### src/rtl/gate_sweep_pkg.sv
// Shared definitions for the gate sweep controller: FSM encoding and legal
// parameter ranges.
package gate_sweep_pkg;

  typedef enum logic [1:0] {
    StIdle   = 2'd0,
    StSettle = 2'd1,
    StSample = 2'd2,
    StDone   = 2'd3
  } state_e;

  localparam int unsigned NInMin    = 1;
  localparam int unsigned NInMax    = 4;
  localparam int unsigned SettleMin = 1;
  localparam int unsigned SettleMax = 15;

endpackage

### src/rtl/gate_sweep_controller.sv
// Exhaustive truth-table sweep of a small combinational gate: steps every input
// vector, samples the gate after a settle time and reports mismatches.
module gate_sweep_controller
  import gate_sweep_pkg::*;
#(
  parameter int unsigned N_IN   = 1,
  parameter int unsigned SETTLE = 1,
  localparam int unsigned NV    = 2 ** N_IN
) (
  input  logic            clk,
  input  logic            rst,
  input  logic            start,
  input  logic [NV-1:0]   exp_tt,
  output logic [N_IN-1:0] dut_in,
  input  logic            dut_out,
  output logic            busy,
  output logic            done,
  output logic            pass,
  output logic [N_IN:0]   err_count,
  output logic [N_IN-1:0] first_fail
);

  if (N_IN < NInMin || N_IN > NInMax) begin : gen_bad_n_in
    $error("gate_sweep_controller: N_IN out of range 1..4");
  end
  if (SETTLE < SettleMin || SETTLE > SettleMax) begin : gen_bad_settle
    $error("gate_sweep_controller: SETTLE out of range 1..15");
  end

  localparam logic [3:0] CntLoad = 4'(SETTLE - 1);

  state_e          state_q;
  logic [3:0]      cnt_q;
  logic [N_IN-1:0] vec_q;
  logic [NV-1:0]   exp_q;
  logic            busy_q, done_q, pass_q;
  logic [N_IN:0]   err_q;
  logic [N_IN-1:0] ff_q;

  logic            mismatch;
  logic            last_vec;
  logic [N_IN:0]   err_next;

  // dut_out is only meaningful in SAMPLE; these are ignored elsewhere.
  always_comb begin
    mismatch = (dut_out != exp_q[vec_q]);
    last_vec = (vec_q == '1);
    err_next = err_q + {{N_IN{1'b0}}, mismatch};
  end

  always_ff @(posedge clk) begin
    if (rst) begin
      state_q <= StIdle;
      cnt_q   <= '0;
      vec_q   <= '0;
      exp_q   <= '0;
      busy_q  <= 1'b0;
      done_q  <= 1'b0;
      pass_q  <= 1'b0;
      err_q   <= '0;
      ff_q    <= '0;
    end else begin
      done_q <= 1'b0;
      unique case (state_q)
        StIdle: begin
          if (start) begin
            exp_q   <= exp_tt;
            vec_q   <= '0;
            err_q   <= '0;
            ff_q    <= '0;
            pass_q  <= 1'b0;
            cnt_q   <= CntLoad;
            busy_q  <= 1'b1;
            state_q <= StSettle;
          end
        end
        StSettle: begin
          if (cnt_q == '0) begin
            state_q <= StSample;
          end else begin
            cnt_q <= cnt_q - 4'd1;
          end
        end
        StSample: begin
          err_q <= err_next;
          if (mismatch && err_q == '0) begin
            ff_q <= vec_q;
          end
          if (last_vec) begin
            busy_q  <= 1'b0;
            done_q  <= 1'b1;
            // Publish pass together with done so it already includes the last vector.
            pass_q  <= (err_next == '0);
            state_q <= StDone;
          end else begin
            vec_q   <= vec_q + 1'b1;
            cnt_q   <= CntLoad;
            state_q <= StSettle;
          end
        end
        StDone: begin
          state_q <= StIdle;
        end
        default: begin
          state_q <= StIdle;
        end
      endcase
    end
  end

  assign dut_in     = vec_q;
  assign busy       = busy_q;
  assign done       = done_q;
  assign pass       = pass_q;
  assign err_count  = err_q;
  assign first_fail = ff_q;

endmodule

### config.mk
export PLATFORM = sky130hd
export DESIGN_NAME = gate_sweep_controller
export DESIGN_NICKNAME = d
export VERILOG_FILES = /design/src/rtl/gate_sweep_pkg.sv /design/src/rtl/gate_sweep_controller.sv
export SDC_FILE = /design/constraint.sdc
export NUM_CORES = 1
export LEC_CHECK = 0
export CORE_MARGIN = 3
export CORE_UTILIZATION = 56
export CTS_BUF_LIST = sky130_fd_sc_hd__clkbuf_8
export DETAILED_ROUTE_END_ITERATION = 7
export MAX_ROUTING_LAYER = met4
export PLACE_DENSITY = 0.94
export SLEW_MARGIN = 20
export SYNTH_ARGS = -nofsm -noshare
export SYNTH_HDL_FRONTEND = slang
export SYNTH_SLANG_ARGS = --single-unit
export TNS_END_PERCENT = 10
### constraint.sdc
create_clock -name clk -period 2.6 [get_ports clk]
set_input_delay 0.39 -clock clk [delete_from_list [all_inputs] [get_ports clk]]
set_output_delay 0.39 -clock clk [all_outputs]
set_load 0.05 [all_outputs]
### After elaboration in Yosys (flattened, before gate mapping)

Index checks and enable logic that the tools add are counted.

* bits in registers: 15
* input bits: 6
* word-level logic and storage cells: 61

* add/subtract/negate cells: 3
* $lt $le $gt $ge: 1
* eq/ne operators: 10
* muxes and demuxes: 23
* bitwise gates (word level): 1
* reductions and logical operators: 14

Operators with widths (number)
* 4-bit two-way mux: 3
* 2-bit inequality test, second input constant: 6
* 4-bit case mux with 3 select lines: 1
* 1-bit two-way mux: 9
* 2-bit two-way mux: 4
* 1-bit case mux with 2 select lines: 4
* 2-bit case mux with 4 select lines: 1
* 2-bit logical NOT: 3
* 2-bit AND reduction: 3
* 3-bit AND reduction: 2
* 2-bit equality test, second input constant: 2
* 4-bit logical NOT: 1
* 2-bit case mux with 2 select lines: 1
* 4-bit AND reduction: 1
* 4-bit by 1-bit subtractor with 4-bit output, second input constant: 1
* 3-bit nonzero test: 1
* 2-bit by 1-bit adder with 2-bit output: 1
* 2-bit by 1-bit equality test with 1-bit output, second input constant: 1
* 1-bit by 2-bit < comparator with 1-bit output, second input constant: 1
* 2-bit nonzero test: 1
* 2-bit OR reduction: 1
* 1-bit adder, second input constant: 1
* 1-bit logical AND: 1
* 1-bit inequality test: 1
* 1-bit inverter: 1

### Longest topological paths before layout

Gate-level depths: netlist of the first run.

* word-level depth: 7
* mapped depth: 7

### Worst setup path before layout of the first run

Ideal clock, no wire load.

* kind: register to register
* from: register vec_q, in the netlist dut_in
* to: register err_q[1], in the netlist err_count[1]
* library setup time: 0.129 ns
* arrival time: 1.878 ns
* data required time: 2.471 ns
* slack: 0.594 ns
* stages on the path, launching flop included: 7
* clock period less this slack: 2.006 ns
* cells stage by stage: dfxtp_1 -> mux2i_1 -> xnor2_1 -> ha_1 -> mux2_2 -> a22oi_1 -> nor2_1

* cells in the longest elaborated chain, start to end: 5

RTL lines
* start: declaration: RTL line gate_sweep_controller.sv:34 `logic [N_IN-1:0] vec_q;`
* start signal: assignment: RTL line gate_sweep_controller.sv:96 `vec_q <= vec_q + 1'b1;`
* 1-bit two-way mux (not written as such) (2 in a row): RTL line gate_sweep_controller.sv:46 `mismatch = (dut_out != exp_q[vec_q]);`
* 1-bit inequality test: RTL line gate_sweep_controller.sv:46
* 2-bit by 1-bit adder with 2-bit output: RTL line gate_sweep_controller.sv:48 `err_next = err_q + {{N_IN{1'b0}}, mismatch};`
* 2-bit case mux with 2 select lines: RTL line gate_sweep_controller.sv:64 `unique case (state_q)`
* end signal: assignment: RTL line gate_sweep_controller.sv:85 `err_q <= err_next;`
* end: declaration: RTL line gate_sweep_controller.sv:37 `logic [N_IN:0] err_q;`

No other way between the ends. The select of a mux whose other input is x is not followed.
A chain may end at the register's enable or synchronous reset.

### Final worst setup path of the first run

* from: register vec_q, in the netlist dut_in
* to: output port dut_in

RTL lines
* end: declaration: RTL line gate_sweep_controller.sv:14 `output logic [N_IN-1:0] dut_in,`

No word-level cell between the ends.

==> results.md, run 1 <==
* Worst setup EP type: output pin
* CP arrival at 1.63 ns
* Total global routing overflow at 0
* Wire per inst at 13.4 µm
* GRT Overall Usage at 19.6%
* Syn Inst Count at 83
* Worst Tran Pin Value at 0.544 ns
* Initial DRT Pass Iterations at 4
* Synthesis-to-finish area growth at 22.4%
* Seq/Total Area, Yosys at 41.3%
* Slew Limit Fails at 0
* Worst path required time at 2.21 ns
* Number of global-route vias before repair at 572
* Kind of critical path: reg -> out
* Avg Vias per Cell at 5.62
* Fmax at 0.494 GHz
* Worst skew pair latency at 0.25 ns
* PwrDens at 559 nW/µm²
* Initial core utilization at 62.9%
* Final setup vio count at 0
* Clk sink count at 15
* # nets final at 106
* Max clock buf depth at 2
* Top Usage Layer GRT: met2
* Syn avg cell area at 8.76 µm²
* DP HPWL at 1070 µm
* CTS clk-pin slew, worst paths at 0.06 ns
* DIE WIDTH at 42.0 µm
* # rows at 12
* Largest net degree at the start of global routing at 16
* Ports at 13
* Post-CTS Setup Inserts at 0
* Post-Route Utilization at 76.9%
* Initial DRC Count at 7
* Dominant cells by area after synthesis: dfxtp_1 (41%), mux2i_1 (5.5%), ha_1 (5.2%), a21oi_1 (4.8%), nor3_1 (4.8%)
* Chip Height at 42.0 µm
* CTS buffer count at 3
* CP max-delay cell: clkdlybuf4s50_1
* Detailed-route via count at 618
* DRC Markers at 0
* First-pass GRT wire length at 2510 µm
* Hold Vio Cnt, Final at 0
* Share of the synthesized area in the top cell type at 41.3%
* Met1 Use GR at 24.3%
* Startpoint types: flip-flop
* Cell Area, Synth at 727 µm²
* Outcome: finished clean
* Max Cap Viol at 0
* Final period util at 77.8%
* Worst vdd ir at 424 µV
* Port Buf Inserts at 12
* CORE AREA at 1160 µm²
* Met2 Use GR at 28.7%
* Yosys cell types at 27
* Synth Warn # at 0
* Leak Pwr at 0.000336 µW
* Post-cts sizing count at 0
* Antenna violations before repair at 0
* Layout cells sized above 1 at 8.33%
* Root Driver: clkbuf_8
* CP max stage delay at 0.88 ns
* Max-slew headroom at 63.6%
* Met3 Track Usage GR at 5.58%
* Die Footprint at 1770 µm²
* Area leader, netlist: dfxtp_1
* Crit-path cells: clkdlybuf4s50_1
* Seq cells post-synth at 15
* Total Wirelength at 1480 µm
* Most common library cell in the layout ignoring fill and taps: dfxtp_1
* Pre-CTS setup slack at 0.607 ns
* Post-Route Skew at 0.00258 ns
* CTS tree: yes
* Setup TNS at 0 ns
* Diodes inserted at 0
* Most frequent cells in the layout: dfxtp_1 (15), clkdlybuf4s50_1 (12), nor2_1 (9), a21oi_1 (7), nor3_1 (7)
* CP bufs+invs at 1
* Cts hold-fix bufs at 0
* Family with the most delay on the worst path: buffers and inverters
* Final WS setup at 0.577 ns
* Antenna viol nets, final at 0
* RePlAce Congestion at 0.768
* H-tree depth at 1
* Mapped Nets at 92
* Final min period at 2.02 ns
* RSZ-0062 raised after global routing: no
* Crit-path max FO at 8
* Worst hold path class: reg -> reg
[state kept, by name (all words and copies together), names as in the netlist]
register    flops
busy            1
cnt_q           4
done            1
dut_in          1
err_count       2
exp_q           2
first_fail      1
pass            1
state_q         2
[metal layers]
layer  vias up  share of wire (%)
li1        314                  -
met1       286                 48
met2        13                 46
met3         5                3.6
met4         0                2.1
met5         -                  0
[worst paths after layout]
| path | from | endpoint | slack (ns) | cells past startpoint |
|---|---|---|---|---|
| worst max register to register | dut_in$_SDFFE_PP0P_ | err_count[1]$_SDFFE_PP0P_ | 0.69 | 6 |
| worst max-delay path | dut_in$_SDFFE_PP0P_ | dut_in | 0.58 | 1 |
| worst min register to register | cnt_q[1]$_SDFFE_PP0P_ | cnt_q[1]$_SDFFE_PP0P_ | 0.49 | 2 |
| worst min-delay path | cnt_q[1]$_SDFFE_PP0P_ | cnt_q[1]$_SDFFE_PP0P_ | 0.49 | 2 |
[cell families after synthesis]
group	count (synthesis)	synth area share, %
multiplexers	5	7.06
XOR/XNOR	4	4.82
adder cells (fa/ha/maj)	3	5.16
AO/OA/AOI/OAI	17	15.0
AND/OR/NAND/NOR	31	21.3
flip-flops	15	41.3
buffers and inverters	8	5.33
[per-stage QoR]
stage / cell area, µm² / instances / hold slack, ns / power, µW
finish: 890 / 110 / 0.489 / 497
global route: 890 / 110 / 0.525 / 520
CTS: 890 / 110 / 0.491 / 501
detailed placement: 845 / 106 / 0.482 / 319
global placement: 845 / 106 / 0.476 / 317
floorplan: 727 / 83 / 0.451 / 297
[Yosys cell counts, drive strengths merged]
cell type  count
buf            2
dfxtp         15
nand2b         3
mux2           1
clkbuf         1
nor3           7
ha             3
o21bai         2
mux2i          4
a21o           1
and2b          1
o21ai          2
nand2          2
or3b           1
xor2           3
a22oi          2
inv            5
a32oi          1
nor2           9
nor2b          1
nand3          6
a21oi          8
a211o          1
or2            1
xnor2          1
[final cells by class]
| cell class | instances | area, µm² |
|---|---|---|
| Clock buffer | 3 | 41.3 |
| Clock inverter | 1 | 3.75 |
| Fill cell | 75 | 267 |
| Inverter | 5 | 18.8 |
| Multi-Input combinational cell | 60 | 388 |
| Sequential cell | 15 | 300 |
| Tap cell | 14 | 17.5 |
| Timing Repair Buffer | 12 | 120 |
[where the power goes]
part	internal (µW)	switching, µW	total [µW]
logic	29.2	38.0	67.2
clock network	105	78.0	183
registers	238	9.97	248
Note: power is estimated with default switching activity, not from simulation.
==> run 2, diff against run 1 <==
CORE_UTILIZATION = 47   (was 56)
PLACE_DENSITY = 0.85   (was 0.94)
clock period = 1.7 ns   (was 2.6 ns; I/O delays follow)
==> results.md, run 2 (synthesis gave the netlist of run 1 again) <==
* Post-CTS Setup Inserts at 0 (unchanged)
* Diodes inserted at 0 (unchanged)
* Comb power frac at 14.4% (+0.9 points)
* CP bufs+invs at 1 (unchanged)
* CP max-delay cell: clkdlybuf4s50_1
* Initial DRC Count at 13 (+6)
* Clock power frac at 37.4% (+0.7 points)
* Most common library cell in the layout ignoring fill and taps: dfxtp_1
* Fmax at 0.627 GHz
* Post-Route Skew at 0.00566 ns (+0.00308 ns)
* Storage cell area at 304 µm² (+1.3%)
* DP HPWL at 1020 µm (-5.3%)
* Pre-CTS setup slack at -0.0319 ns (-0.639 ns)
* Dpl cell area at 865 µm² (+2.4%)
* NetSw at 200 µW (+59%)
* Power Total at 776 µW (+56%)
* Antenna viol nets, final at 0 (unchanged)
* DRC Markers at 0 (unchanged)
* Multi-input gate area at 388 µm² (unchanged)
* Avg Vias per Cell at 5.37 (-4.5%)
* Outcome: finished clean
* Final period util at 93.8%
* Family with the most delay on the worst path: buffers and inverters
* Most frequent cells in the layout: dfxtp_1 (14), buf_4 (10), nor2_1 (9), a21oi_1 (7), nor3_1 (7)
* Startpoint types: flip-flop
* Register share of total power at 48.2% (-1.6 points)
* Number of global-route vias before repair at 551 (-3.7%)
* Pint at 576 µW (+55%)
* CTS clk-pin slew, worst paths at 0.06 ns (about the same)
* Max Cap Viol at 0 (unchanged)
* Setup crit start: done$_SDFF_PP0_
* DIE WIDTH at 45.3 µm (+7.9%)
* Worst vdd ir at 554 µV (+31%)
* Worst hold path class: reg -> reg
* FF-to-FF setup slack at 0.14 ns (-0.55 ns)
* Root Driver: clkbuf_8
* Worst skew pair latency at 0.25 ns (about the same)
* Switching Fraction at 25.8% (+0.44 points)
* Setup TNS at 0 ns (unchanged)
* # rows at 13 (+1)
* Max reg flops at 4 (unchanged)
* Most flops, register: cnt_q
* Total Wirelength at 1330 µm (-10%)
* Crit-path max FO at 1 (-7)
* Port Buf Inserts at 12 (unchanged)
* Ports at 13 (unchanged)
* Capture point of the critical path: done
* Fin area at 911 µm² (+2.4%)
* Reg2Reg Launch Point: dut_in$_SDFFE_PP0P_
* Antenna violations before repair at 0 (unchanged)
* H-tree depth at 1 (unchanged)
* Detailed-route via count at 617 (-0.16%)
* RePlAce Congestion at 0.823 (+7.2%)
* CORE AREA at 1380 µm² (+20%)
* Worst setup EP type: output pin
* # nets final at 110 (+3.8%)
* Kind of critical path: reg -> out
* Largest net degree at the start of global routing at 16 (unchanged)
* Clk sink count at 15 (unchanged)
* Fill cells at 118 (+57%)
* Worst Tran Pin Value at 0.486 ns (-0.0584 ns)
* Wire per inst at 11.5 µm (-14%)
* Cts hold-fix bufs at 0 (unchanged)
* Critical path depth at 1 (unchanged)
* First-pass GRT wire length at 2300 µm (-8.2%)
* Reg2reg end: err_count[1]$_SDFFE_PP0P_
* Final min period at 1.59 ns
* Leak Pwr at 0.000367 µW (+9.1%)
* CTS tree: yes
* CP max stage delay at 0.79 ns (-0.09 ns)
* CP arrival at 1.34 ns (-0.29 ns)
* Final WS setup at 0.106 ns (-0.471 ns)
* Initial core utilization at 52.6% (-10 points)
* Reg2reg path depth at 6 (unchanged)
* CTS buffer count at 3 (unchanged)
* Hold Vio Cnt, Final at 0 (unchanged)
* Crit-path cells: clkdlybuf4s50_1
* Post-cts sizing count at 0 (unchanged)
* Chip Height at 45.3 µm (+7.9%)
* GRT Overall Usage at 16.2% (-3.4 points)
* Die Footprint at 2050 µm² (+16%)
* Initial DRT Pass Iterations at 4 (unchanged)
* Final setup vio count at 0 (unchanged)
* Slew Limit Fails at 0 (unchanged)
* Worst path required time at 1.44 ns (-0.77 ns)
* Layout cells sized above 1 at 20.0% (+12 points)
* Max clock buf depth at 2 (unchanged)
* Synthesis-to-finish area growth at 25.3%
* Max-slew headroom at 67.5% (+3.9 points)
* RSZ-0062 raised after global routing: no
* PwrDens at 852 nW/µm² (+52%)
* Total global routing overflow at 0 (unchanged)
==> run 2: cell count changes in the layout (fill, tap and decap cells not counted), sizes merged <==
| cell | previous run | this run |
|---|---|---|
| buf | 0 | 10 |
| clkdlybuf4s50 | 12 | 6 |
| clkinv | 0 | 1 |
| inv | 6 | 5 |
==> run 2: per-layer routing <==
layer / routed length [µm] / track usage [%] / vias up
li1: - / - / 322
met1: 678 / 20.6 / 283
met2: 580 / 23.4 / 10
met3: 58 / 4.78 / 2
met4: 10 / 7.02 / 0
met5: 0 / - / -
==> run 2: area by class of cell <==
| type | instances | share of cell area [%] |
|---|---|---|
| clock buffers | 3 | 4.53 |
| clock inverters | 1 | 0.549 |
| inverters | 5 | 2.06 |
| multi-input cells | 60 | 42.6 |
| flip-flops and latches | 15 | 33.4 |
| well taps | 15 | 2.06 |
| repair buffers | 16 | 14.8 |
==> run 2: stage by stage <==
stage | hold WS, ns | utilization (%) | cells
after detailed placement | 0.485 | 62.5 | 111
after floorplan | 0.324 | - | 83
after CTS | 0.493 | 65.9 | 115
after global routing | 0.542 | 65.9 | 115
final | 0.487 | 65.9 | 115
after global placement | 0.474 | 62.5 | 111
==> run 2: how the worst min path moves through the flow <==
stage	cells past startpoint	from	endpoint	slack (ns)
5_1_grt	2	cnt_q[0]$_SDFFE_PP0P_	cnt_q[0]$_SDFFE_PP0P_	0.54
4_1_cts	2	busy$_SDFFE_PP0P_	busy$_SDFFE_PP0P_	0.49
2_1_floorplan	1	rst	cnt_q[0]$_SDFFE_PP0P_	0.32
3_5_place_dp	2	busy$_SDFFE_PP0P_	busy$_SDFFE_PP0P_	0.49
6_report	2	busy$_SDFFE_PP0P_	busy$_SDFFE_PP0P_	0.49
3_3_place_gp	2	busy$_SDFFE_PP0P_	busy$_SDFFE_PP0P_	0.47
==> run 2: power by group through the flow <==
stage               Clock, µW  Sequential, µW  Combinational (µW)
floorplan                   0             394                59.7
global placement            0             382                 111
detailed placement          0             382                 111
CTS                       296             375                 112
global route              310             377                 123
finish                    290             375                 112
